===== config.mk =====
export PLATFORM = sky130hd
export DESIGN_NAME = muldiv_seq_flat
export DESIGN_NICKNAME = d
export VERILOG_FILES = /design/src/rtl/muldiv_seq_if.sv /design/src/rtl/muldiv_seq.sv /design/src/flat_wrapper.sv
export SDC_FILE = /design/constraint.sdc
export NUM_CORES = 1
export LEC_CHECK = 0
export BUFFER_PORTS_ARGS = -buffer_cell sky130_fd_sc_hd__buf_2
export CAP_MARGIN = 15
export CORE_MARGIN = 2
export CORE_UTILIZATION = 44
export DETAILED_ROUTE_END_ITERATION = 10
export GPL_TIMING_DRIVEN = 0
export PLACE_DENSITY = 0.62
export SLEW_MARGIN = 40
export SYNTH_ARGS = -nofsm -noshare
export SYNTH_HDL_FRONTEND = slang
export SYNTH_SLANG_ARGS = --single-unit

===== constraint.sdc =====
create_clock -name clk -period 6.4 [get_ports clk]
set_input_delay 0.64 -clock clk [delete_from_list [all_inputs] [get_ports clk]]
set_output_delay 0.64 -clock clk [all_outputs]
set_load 0.02 [all_outputs]

===== src/rtl/muldiv_seq_if.sv =====
// Handshake/bus interface between the execute stage and the multi-cycle
// multiply/divide sequencer.
//   master : execute stage  (drives start, funct3, op1, op2)
//   slave  : muldiv_seq     (drives busy, stall, done, result)
interface muldiv_seq_if #(
   parameter int DATA_WIDTH = 32
);
   logic                  start;
   logic [2:0]            funct3;
   logic [DATA_WIDTH-1:0] op1;
   logic [DATA_WIDTH-1:0] op2;
   logic                  busy;
   logic                  stall;
   logic                  done;
   logic [DATA_WIDTH-1:0] result;

   modport master (
      output start, funct3, op1, op2,
      input  busy, stall, done, result
   );

   modport slave (
      input  start, funct3, op1, op2,
      output busy, stall, done, result
   );
endinterface


===== src/rtl/muldiv_seq.sv =====
// Multi-cycle RV32M multiply/divide sequencer. Iterative shift-add multiply
// and restoring divide on operand magnitudes, signs restored in FIXUP.
// Ports:
//   clk  - clock, all state on rising edge
//   rst  - synchronous active-high reset, aborts any in-flight op
//   bus  - muldiv_seq_if.slave: start/funct3/op1/op2 in,
//          busy/stall/done/result out
module muldiv_seq #(
   parameter int DATA_WIDTH = 32
) (
   input logic         clk,
   input logic         rst,
   muldiv_seq_if.slave bus
);
   localparam int W  = DATA_WIDTH;
   localparam int CW = $clog2(W);

   localparam logic [2:0] S_IDLE  = 3'd0;
   localparam logic [2:0] S_PREP  = 3'd1;
   localparam logic [2:0] S_CALC  = 3'd2;
   localparam logic [2:0] S_FIXUP = 3'd3;
   localparam logic [2:0] S_DONE  = 3'd4;

   localparam logic [2:0] F_MUL    = 3'b000;
   localparam logic [2:0] F_MULH   = 3'b001;
   localparam logic [2:0] F_MULHSU = 3'b010;
   localparam logic [2:0] F_MULHU  = 3'b011;
   localparam logic [2:0] F_DIV    = 3'b100;
   localparam logic [2:0] F_DIVU   = 3'b101;
   localparam logic [2:0] F_REM    = 3'b110;

   typedef struct packed {
      logic [2:0]   fn;
      logic [W-1:0] a;
      logic [W-1:0] b;
   } req_t;

   logic [2:0]    state;
   logic [CW-1:0] cnt;
   req_t          req;
   logic [W-1:0]  mag_a;    // multiplicand magnitude
   logic [W-1:0]  mag_b;    // divisor magnitude
   logic [2*W-1:0] prod;    // {partial sum, remaining multiplier bits}
   logic [W:0]    rem;      // extra bit absorbs the trial-subtract borrow
   logic [W-1:0]  quo;      // dividend shifts out the top, quotient in the bottom
   logic          neg_res;
   logic          neg_rem;
   logic [W-1:0]  res;

   // operand conditioning, evaluated from the latched request during PREP
   logic         signed_a, signed_b, sgn_a, sgn_b;
   logic [W-1:0] abs_a, abs_b;
   logic         is_div, div_zero, div_ovf;

   always_comb begin
      signed_a = 1'b0;
      signed_b = 1'b0;
      case (req.fn)
         F_MULH, F_DIV, F_REM: begin
            signed_a = 1'b1;
            signed_b = 1'b1;
         end
         F_MULHSU: signed_a = 1'b1;
         default: ;
      endcase
   end

   assign sgn_a    = signed_a & req.a[W-1];
   assign sgn_b    = signed_b & req.b[W-1];
   assign abs_a    = sgn_a ? -req.a : req.a;
   assign abs_b    = sgn_b ? -req.b : req.b;
   assign is_div   = req.fn[2];
   assign div_zero = is_div && (req.b == '0);
   // most-negative / -1 overflows the signed quotient; RV32M pins the result
   assign div_ovf  = (req.fn == F_DIV || req.fn == F_REM) &&
                     (req.a == {1'b1, {(W-1){1'b0}}}) && (req.b == '1);

   // one iteration of each datapath
   logic [W:0] mul_sum, div_sh, div_diff;

   assign mul_sum  = {1'b0, prod[2*W-1:W]} + (prod[0] ? {1'b0, mag_a} : {(W+1){1'b0}});
   assign div_sh   = (rem << 1) | {{W{1'b0}}, quo[W-1]};
   assign div_diff = div_sh - {1'b0, mag_b};

   // sign restoration
   logic [2*W-1:0] prod_fix;
   logic [W-1:0]   quo_fix, rem_fix;

   assign prod_fix = neg_res ? -prod : prod;
   assign quo_fix  = neg_res ? -quo : quo;
   assign rem_fix  = neg_rem ? -rem[W-1:0] : rem[W-1:0];

   always_ff @(posedge clk) begin
      if (rst) begin
         state   <= S_IDLE;
         cnt     <= '0;
         req     <= '0;
         mag_a   <= '0;
         mag_b   <= '0;
         prod    <= '0;
         rem     <= '0;
         quo     <= '0;
         neg_res <= 1'b0;
         neg_rem <= 1'b0;
         res     <= '0;
      end else begin
         case (state)
            S_IDLE: begin
               if (bus.start) begin
                  req   <= '{fn: bus.funct3, a: bus.op1, b: bus.op2};
                  state <= S_PREP;
               end
            end
            S_PREP: begin
               if (div_zero) begin
                  res   <= req.fn[1] ? req.a : '1;
                  state <= S_DONE;
               end else if (div_ovf) begin
                  res   <= req.fn[1] ? '0 : req.a;
                  state <= S_DONE;
               end else begin
                  mag_a   <= abs_a;
                  mag_b   <= abs_b;
                  neg_res <= sgn_a ^ sgn_b;
                  neg_rem <= sgn_a;
                  prod    <= {{W{1'b0}}, abs_b};
                  quo     <= abs_a;
                  rem     <= '0;
                  cnt     <= '0;
                  state   <= S_CALC;
               end
            end
            S_CALC: begin
               if (is_div) begin
                  // borrow set means the trial subtract failed: restore
                  rem <= div_diff[W] ? div_sh : div_diff;
                  quo <= {quo[W-2:0], ~div_diff[W]};
               end else begin
                  prod <= {mul_sum, prod[W-1:1]};
               end
               cnt <= cnt + 1'b1;
               if (cnt == CW'(W-1)) state <= S_FIXUP;
            end
            S_FIXUP: begin
               case (req.fn)
                  F_MUL:                   res <= prod_fix[W-1:0];
                  F_MULH, F_MULHSU, F_MULHU: res <= prod_fix[2*W-1:W];
                  F_DIV, F_DIVU:           res <= quo_fix;
                  default:                 res <= rem_fix;
               endcase
               state <= S_DONE;
            end
            S_DONE:  state <= S_IDLE;
            default: state <= S_IDLE;
         endcase
      end
   end

   assign bus.busy   = (state != S_IDLE);
   assign bus.done   = (state == S_DONE);
   assign bus.stall  = (bus.start && state == S_IDLE) || state == S_PREP ||
                       state == S_CALC || state == S_FIXUP;
   assign bus.result = res;
endmodule

===== src/flat_wrapper.sv =====
// flat-port wrapper written by rule: the top's interface ports become plain ports
module muldiv_seq_flat 
#(
   parameter int DATA_WIDTH = 32
)
  (clk, rst, bus_start, bus_funct3, bus_op1, bus_op2, bus_busy, bus_stall, bus_done, bus_result);
  muldiv_seq_if #(.DATA_WIDTH(DATA_WIDTH)) bus_i ();
  input logic clk;
  input logic rst;
  input wire logic [$bits(bus_i.start)-1:0] bus_start;
  input wire logic [$bits(bus_i.funct3)-1:0] bus_funct3;
  input wire logic [$bits(bus_i.op1)-1:0] bus_op1;
  input wire logic [$bits(bus_i.op2)-1:0] bus_op2;
  output wire logic [$bits(bus_i.busy)-1:0] bus_busy;
  output wire logic [$bits(bus_i.stall)-1:0] bus_stall;
  output wire logic [$bits(bus_i.done)-1:0] bus_done;
  output wire logic [$bits(bus_i.result)-1:0] bus_result;
  assign bus_i.start = bus_start;
  assign bus_i.funct3 = bus_funct3;
  assign bus_i.op1 = bus_op1;
  assign bus_i.op2 = bus_op2;
  assign bus_busy = bus_i.busy;
  assign bus_stall = bus_i.stall;
  assign bus_done = bus_i.done;
  assign bus_result = bus_i.result;
  muldiv_seq #(.DATA_WIDTH(DATA_WIDTH)) u_core (.clk(clk), .rst(rst), .bus(bus_i));
endmodule

=== Yosys cells after proc, flatten, opt, wreduce, memory -nomap -nowiden ===
Index checks and enable logic that the tools add are counted.

* Input port bits: 70
* Word-level logic and storage cells: 108
* Output and inout bits: 35
* Flip-flop bits (word level): 301
* Memory bits (read-only): 0
* Memory bits (writable): 0
* Bits in latches: 0
* Memories: 0

* Bitwise operators: 7
* $mul: 0
* Reduce and logical (&&, ||, !) cells: 25
* Shift operators: 0
* Multiplexer cells: 35
* Add/subtract/negate cells: 8
* Eq/ne operators: 20
* Divide/modulo/power cells: 0
* $lt $le $gt $ge: 0

{| class="wikitable"
|+ Operators with widths
! cell !! count
|-
| two-way mux 32 bit || 16
|-
| two-way mux 64 bit || 4
|-
| case mux 32 bit (2 select lines) || 3
|-
| negation 32 bit || 4
|-
| case mux 64 bit (2 select lines) || 1
|-
| case mux 32 bit (3 select lines) || 1
|-
| equality test 32 bit (second input constant) || 2
|-
| negation 64 bit || 1
|-
| adder 32 x 33 -> 33 bit || 1
|-
| OR 33 x 1 -> 33 bit || 1
|-
| subtractor 33 x 32 -> 33 bit || 1
|-
| logical NOT 32 bit || 1
|-
| equality test 3 x 2 -> 1 bit (second input constant) || 4
|-
| equality test 3 bit (second input constant) || 4
|-
| two-way mux 3 bit || 4
|-
| case mux 3 bit (4 select lines) || 1
|-
| two-way mux 5 bit || 2
|-
| case mux 5 bit (2 select lines) || 1
|-
| inequality test 2 bit (second input constant) || 4
|-
| AND reduction 4 bit || 2
|-
| equality test 3 x 1 -> 1 bit (second input constant) || 2
|-
| logical NOT 3 bit || 2
|-
| AND reduction 2 bit || 3
|-
| AND reduction 3 bit || 2
|-
| other kinds (15) || 28
|}

=== Logic depth before layout (Yosys ltp) ===
* Word-level depth: 8
* Gate-level depth with buffers: 14

=== Worst setup path after synthesis ===
OpenSTA, ideal clock, no wires.

* Path kind: flip-flop to flip-flop
* Start: register u_core.prod[7]
* End: register u_core.res[30], in the netlist u_core.bus.result[30]
* Stages on the path, launching flop included: 9
* Clock period less this slack: 3145 ps
* Setup time: 126 ps
* Buffers on the path: 1
* Arrival time: 3019 ps
* Path slack: 3255 ps
* Path through: dfxtp_1 -> or4_4 -> or4_4 -> buf_6 -> or4_4 -> or4_4 -> mux2i_1 -> nor4_1 -> o21ai_0

* Cells in the longest elaborated chain, start to end: 4

{| class="wikitable"
|+ RTL lines
! what !! RTL line !! text
|-
| start, declared || muldiv_seq.sv:43 || <nowiki>logic [2*W-1:0] prod;</nowiki>
|-
| start signal, assigned || muldiv_seq.sv:126 || <nowiki>prod <= {{W{1'b0}}, abs_b};</nowiki>
|-
| start signal, assigned || muldiv_seq.sv:139 || <nowiki>prod <= {mul_sum, prod[W-1:1]};</nowiki>
|-
| negation 64 bit || muldiv_seq.sv:89 || <nowiki>assign prod_fix = neg_res ? -prod : prod;</nowiki>
|-
| two-way mux 64 bit || muldiv_seq.sv:89 ||
|-
| case mux 32 bit (3 select lines) || muldiv_seq.sv:145 || <nowiki>case (req.fn)</nowiki>
|-
| case mux 32 bit (2 select lines) || muldiv_seq.sv:107 || <nowiki>case (state)</nowiki>
|-
| end signal, assigned || muldiv_seq.sv:146 || <nowiki>F_MUL: res <= prod_fix[W-1:0];</nowiki>
|-
| end signal, assigned || muldiv_seq.sv:147 || <nowiki>F_MULH, F_MULHSU, F_MULHU: res <= prod_fix[2*W-1:W];</nowiki>
|-
| end signal, assigned || muldiv_seq.sv:148 || <nowiki>F_DIV, F_DIVU: res <= quo_fix;</nowiki>
|-
| end, declared || muldiv_seq.sv:48 || <nowiki>logic [W-1:0] res;</nowiki>
|}

No other way between the ends.
A chain may end at the register's enable or synchronous reset.

=== Worst setup path in the final report ===
* Start: register u_core.prod[7]
* End: register u_core.res[14], in the netlist u_core.bus.result[14]

Same word-level chain as after synthesis.

==> reports/results.ini <==
[synthesis]
synthMuxAreaShare_pct = 1.20
ys.warnings.count = 0
synth.avg_cell_area_um2 = 7.44
ys_async_sr_fraction_pct = 0
syn-num-nets = 2865
ys_seq_elements = 301
netlist_area_mm2 = 0.0202
ys_seq_area_share_pct = 29.8
synth_top_family_by_area = compound AO/OA/AOI/OAI gates
syn_inst = 2721
yosys.area_share.adder_pct = 5.99
ys_types = 79
synth_ff_type = dfxtp_1
synth-xor-area-share_pct = 9.31
synth-simple-area-share_pct = 23.0
synth_compound_area_share_pct = 25.9
synth_edf_count = 0

[timing]
fin_crit_sh_pct = 67.2
tns_ps = 0
setup_viol_count_final = 0
setup_ws_ps = 2100
max-slew-margin-rel_pct = 27.7
slew_violations = 0
grt_setup_unrepaired = false
tightest_slew_ps = 1080
hold_viol = 0
timing.final.crit_period_ps = 4300
skew_ps = 43.2
fmax_ghz = 0.232

[finish]
nNetsFinal = 3010
multi_input_area_mm2 = 0.0133
fin_util_pct = 50.2
areaGrowthSynthToFinish_pct = 12.5
layout-drive-gt1-share_pct = 7.47
finalNonFillerCells = 3492
fill_cells = 4525
seq_area_mm2 = 0.00603

[global_route]
grt_max_degree = 13
grt_pass1_vias = 19974
met2_usage_pct = 55.4
met1_usage_pct = 53.0
grt_usage_pct = 36.6
antenna_found_initial = 3
grt_pass1_wl_um = 130000
top_usage_layer = met2
use_met3_pct = 5.36
grt_remaining_overflow = 0

[power_and_ir_drop]
power_density_mw_per_mm2 = 237
p_switching_w = 0.00184
finalPower_w = 0.00539
p_int_w = 0.00355
clkPwrFrac_pct = 38.9
pwr-share-comb_pct = 22.7
power_switching_share_pct = 34.1
seq_power_share_pct = 38.4
p_leak_nw = 8.89
vdd_drop_max_uv = 192

[clock_tree]
cts_sinks = 301
tritoncts = built
postCtsSetupRepairBufs = 0
root_buffer = clkbuf_16
clk_latency_ps = 590
h-tree-depth = 2
cts.clk_slew.worst_paths_ps = 60
cts_buffers = 36
cts_buffer_depth = 3
cts_resized = 0
postCtsHoldBufs = 0

[drt]
vias_per_cell = 6.29
drtAntennaViolNets = 0
wl_per_cell_um = 25.5
drt_iter0_markers = 2373
drt_wl_total_um = 89200
drc = 0
vias = 21976
dr.pass1.iters = 6

[floorplan]
die_h_um = 218
ios = 105
core_mm2 = 0.0454
start_util_pct = 44.6
num_rows = 78
die-area_mm2 = 0.0477
die_x_um = 218

[placed_design]
dp_hpwl_um = 70900
numPortBuffers = 104
detailedPlace.worstSlack_ps = 2130
place_congestion = 1.04
post-place-cells = 3428

[setup_path]
r2r-end = u_core.bus.result[14]$_SDFFE_PP0P_
critPathTopFamily = simple AND/OR/NAND/NOR gates
cp.depth = 11
cp.required_ps = 6800
crit_buf_inv = 2
reg2reg_depth = 11
crit_path_max_fanout = 7
start_kind = register
r2r_slack_ps = 2100
endpoint_kind = register
crit_slowest_cell = a211oi_1
crit_chain = or4_4 -> or4_4 -> buf_6 -> or2_2 -> clkbuf_1 -> nor3_2 -> nand4_1 -> o41ai_2 -> xnor2_1 -> a211oi_1 -> o21ai_0
crit_top_cell = or4_4
critPathKind = reg2reg
r2r-start = u_core.prod[7]$_SDFFE_PP0P_
cp_slowest_stage_delay_ps = 830
crit_arrival_ps = 4700

[worst_hold_path]
min_to = u_core.req[15]$_SDFFE_PP0P_
worstHoldPathType = in2reg
min_from = bus_op2[15]
whs_path_depth = 3

[outcome]
status = completed

[run]
cap_violations = 0

-- flip-flops by register name, indices dropped and copies added, names as in the netlist --
register and flops:
u_core.bus.result 32, u_core.cnt 5, u_core.is_div 1, u_core.mag_a 32, u_core.mag_b 32, u_core.neg_rem 1, u_core.neg_res 1, u_core.prod 64
u_core.quo 32, u_core.rem 32, u_core.req 66, u_core.state 3
-- worst min-delay path, stage by stage --
cell,delay [ps]
buf_2,100
nand2_1,40
a21oi_1,50
-- cell usage in the layout, fill, tap and decap left out, types with 47 or more instances in the layout --
| cell type | instances |
|---|---|
| xnor2_1 | 105 |
| o21ai_0 | 152 |
| inv_1 | 70 |
| ha_1 | 72 |
| a211oi_1 | 119 |
| a21oi_1 | 259 |
| dfxtp_1 | 301 |
| nand2_1 | 347 |
| nand3_1 | 47 |
| xor2_1 | 110 |
| clkbuf_1 | 162 |
| nor3_1 | 66 |
| buf_2 | 114 |
| nor2_1 | 294 |
-- logic make-up after synthesis --
logic type | count (synthesis)
flops | 301
buf+inv | 257
compound gates | 821
fa+ha+maj | 101
xor+xnor | 215
mux | 24
simple gates | 1002
-- area by class of cell --
cell class	instances	share of cell area, %
inverters	71	1.17
repair buffers	107	2.37
plain buffers	186	3.19
multi-input cells	2163	58.3
diodes	2	0.0220
well taps	600	3.30
clock inverters	9	0.654
flip-flops and latches	301	26.5
clock buffers	53	4.54
-- worst max path at each step --
stage / startpoint / end / slack, ps
floorplan: u_core.prod[7]$_SDFFE_PP0P_ / u_core.bus.result[30]$_SDFFE_PP0P_ / 3250
global placement: u_core.req[0]$_SDFFE_PP0P_ / u_core.mag_b[6]$_SDFFE_PP0P_ / 1110
detailed placement: u_core.req[50]$_SDFFE_PP0P_ / u_core.prod[50]$_SDFFE_PP0P_ / 2130
CTS: u_core.req[32]$_SDFFE_PP0P_ / u_core.prod[50]$_SDFFE_PP0P_ / 2110
global route: u_core.req[32]$_SDFFE_PP0P_ / u_core.prod[50]$_SDFFE_PP0P_ / 1870
finish: u_core.prod[7]$_SDFFE_PP0P_ / u_core.bus.result[14]$_SDFFE_PP0P_ / 2100
-- layer usage --
layer / wire (um) / vias up
met3: 8550 / 165
li1: - / 10068
met4: 2960 / 0
met2: 37800 / 1122
met5: 0 / -
met1: 39900 / 10621
-- cell usage after synthesis, types with 19 or more instances --
library cell  number  area, um^2
nand2_1          347        1300
dfxtp_1          301        6030
nor2_1           294        1100
a21oi_1          259        1300
clkbuf_1         159         597
o21ai_0          152         761
a211oi_1         121         908
xor2_1           110         963
xnor2_1          105         920
ha_1              72         901
inv_1             70         263
nor3_1            68         340
nand3_1           48         240
and2_1            44         275
o31ai_1           43         323
o211ai_1          41         308
or3_1             33         206
nor4_1            28         175
a21o_1            27         203
maj3_1            27         270
a31oi_1           23         144
nand2b_1          23         144
mux2i_1           22         220
o22ai_1           22         138
and3_1            21         131
nand4_1           21         131
or4_1             20         150
o41ai_1           19         166
-- power groups by stage --
stage	clock network, W	registers [W]	logic, W
after floorplan	0	0.00205	0.000786
after global placement	0	0.00210	0.00116
after detailed placement	0	0.00210	0.00118
after CTS	0.00212	0.00206	0.00118
after global routing	0.00217	0.00208	0.00130
final	0.00209	0.00207	0.00122
-- metrics by stage --
step / cell area, um^2 / hold WS (ps)
after floorplan: 20200 / 432
after global placement: 21500 / 437
after detailed placement: 21600 / 440
after CTS: 22800 / 266
after global routing: 22800 / 293
final: 22800 / 286
Power figures use the tool's default switching activity.
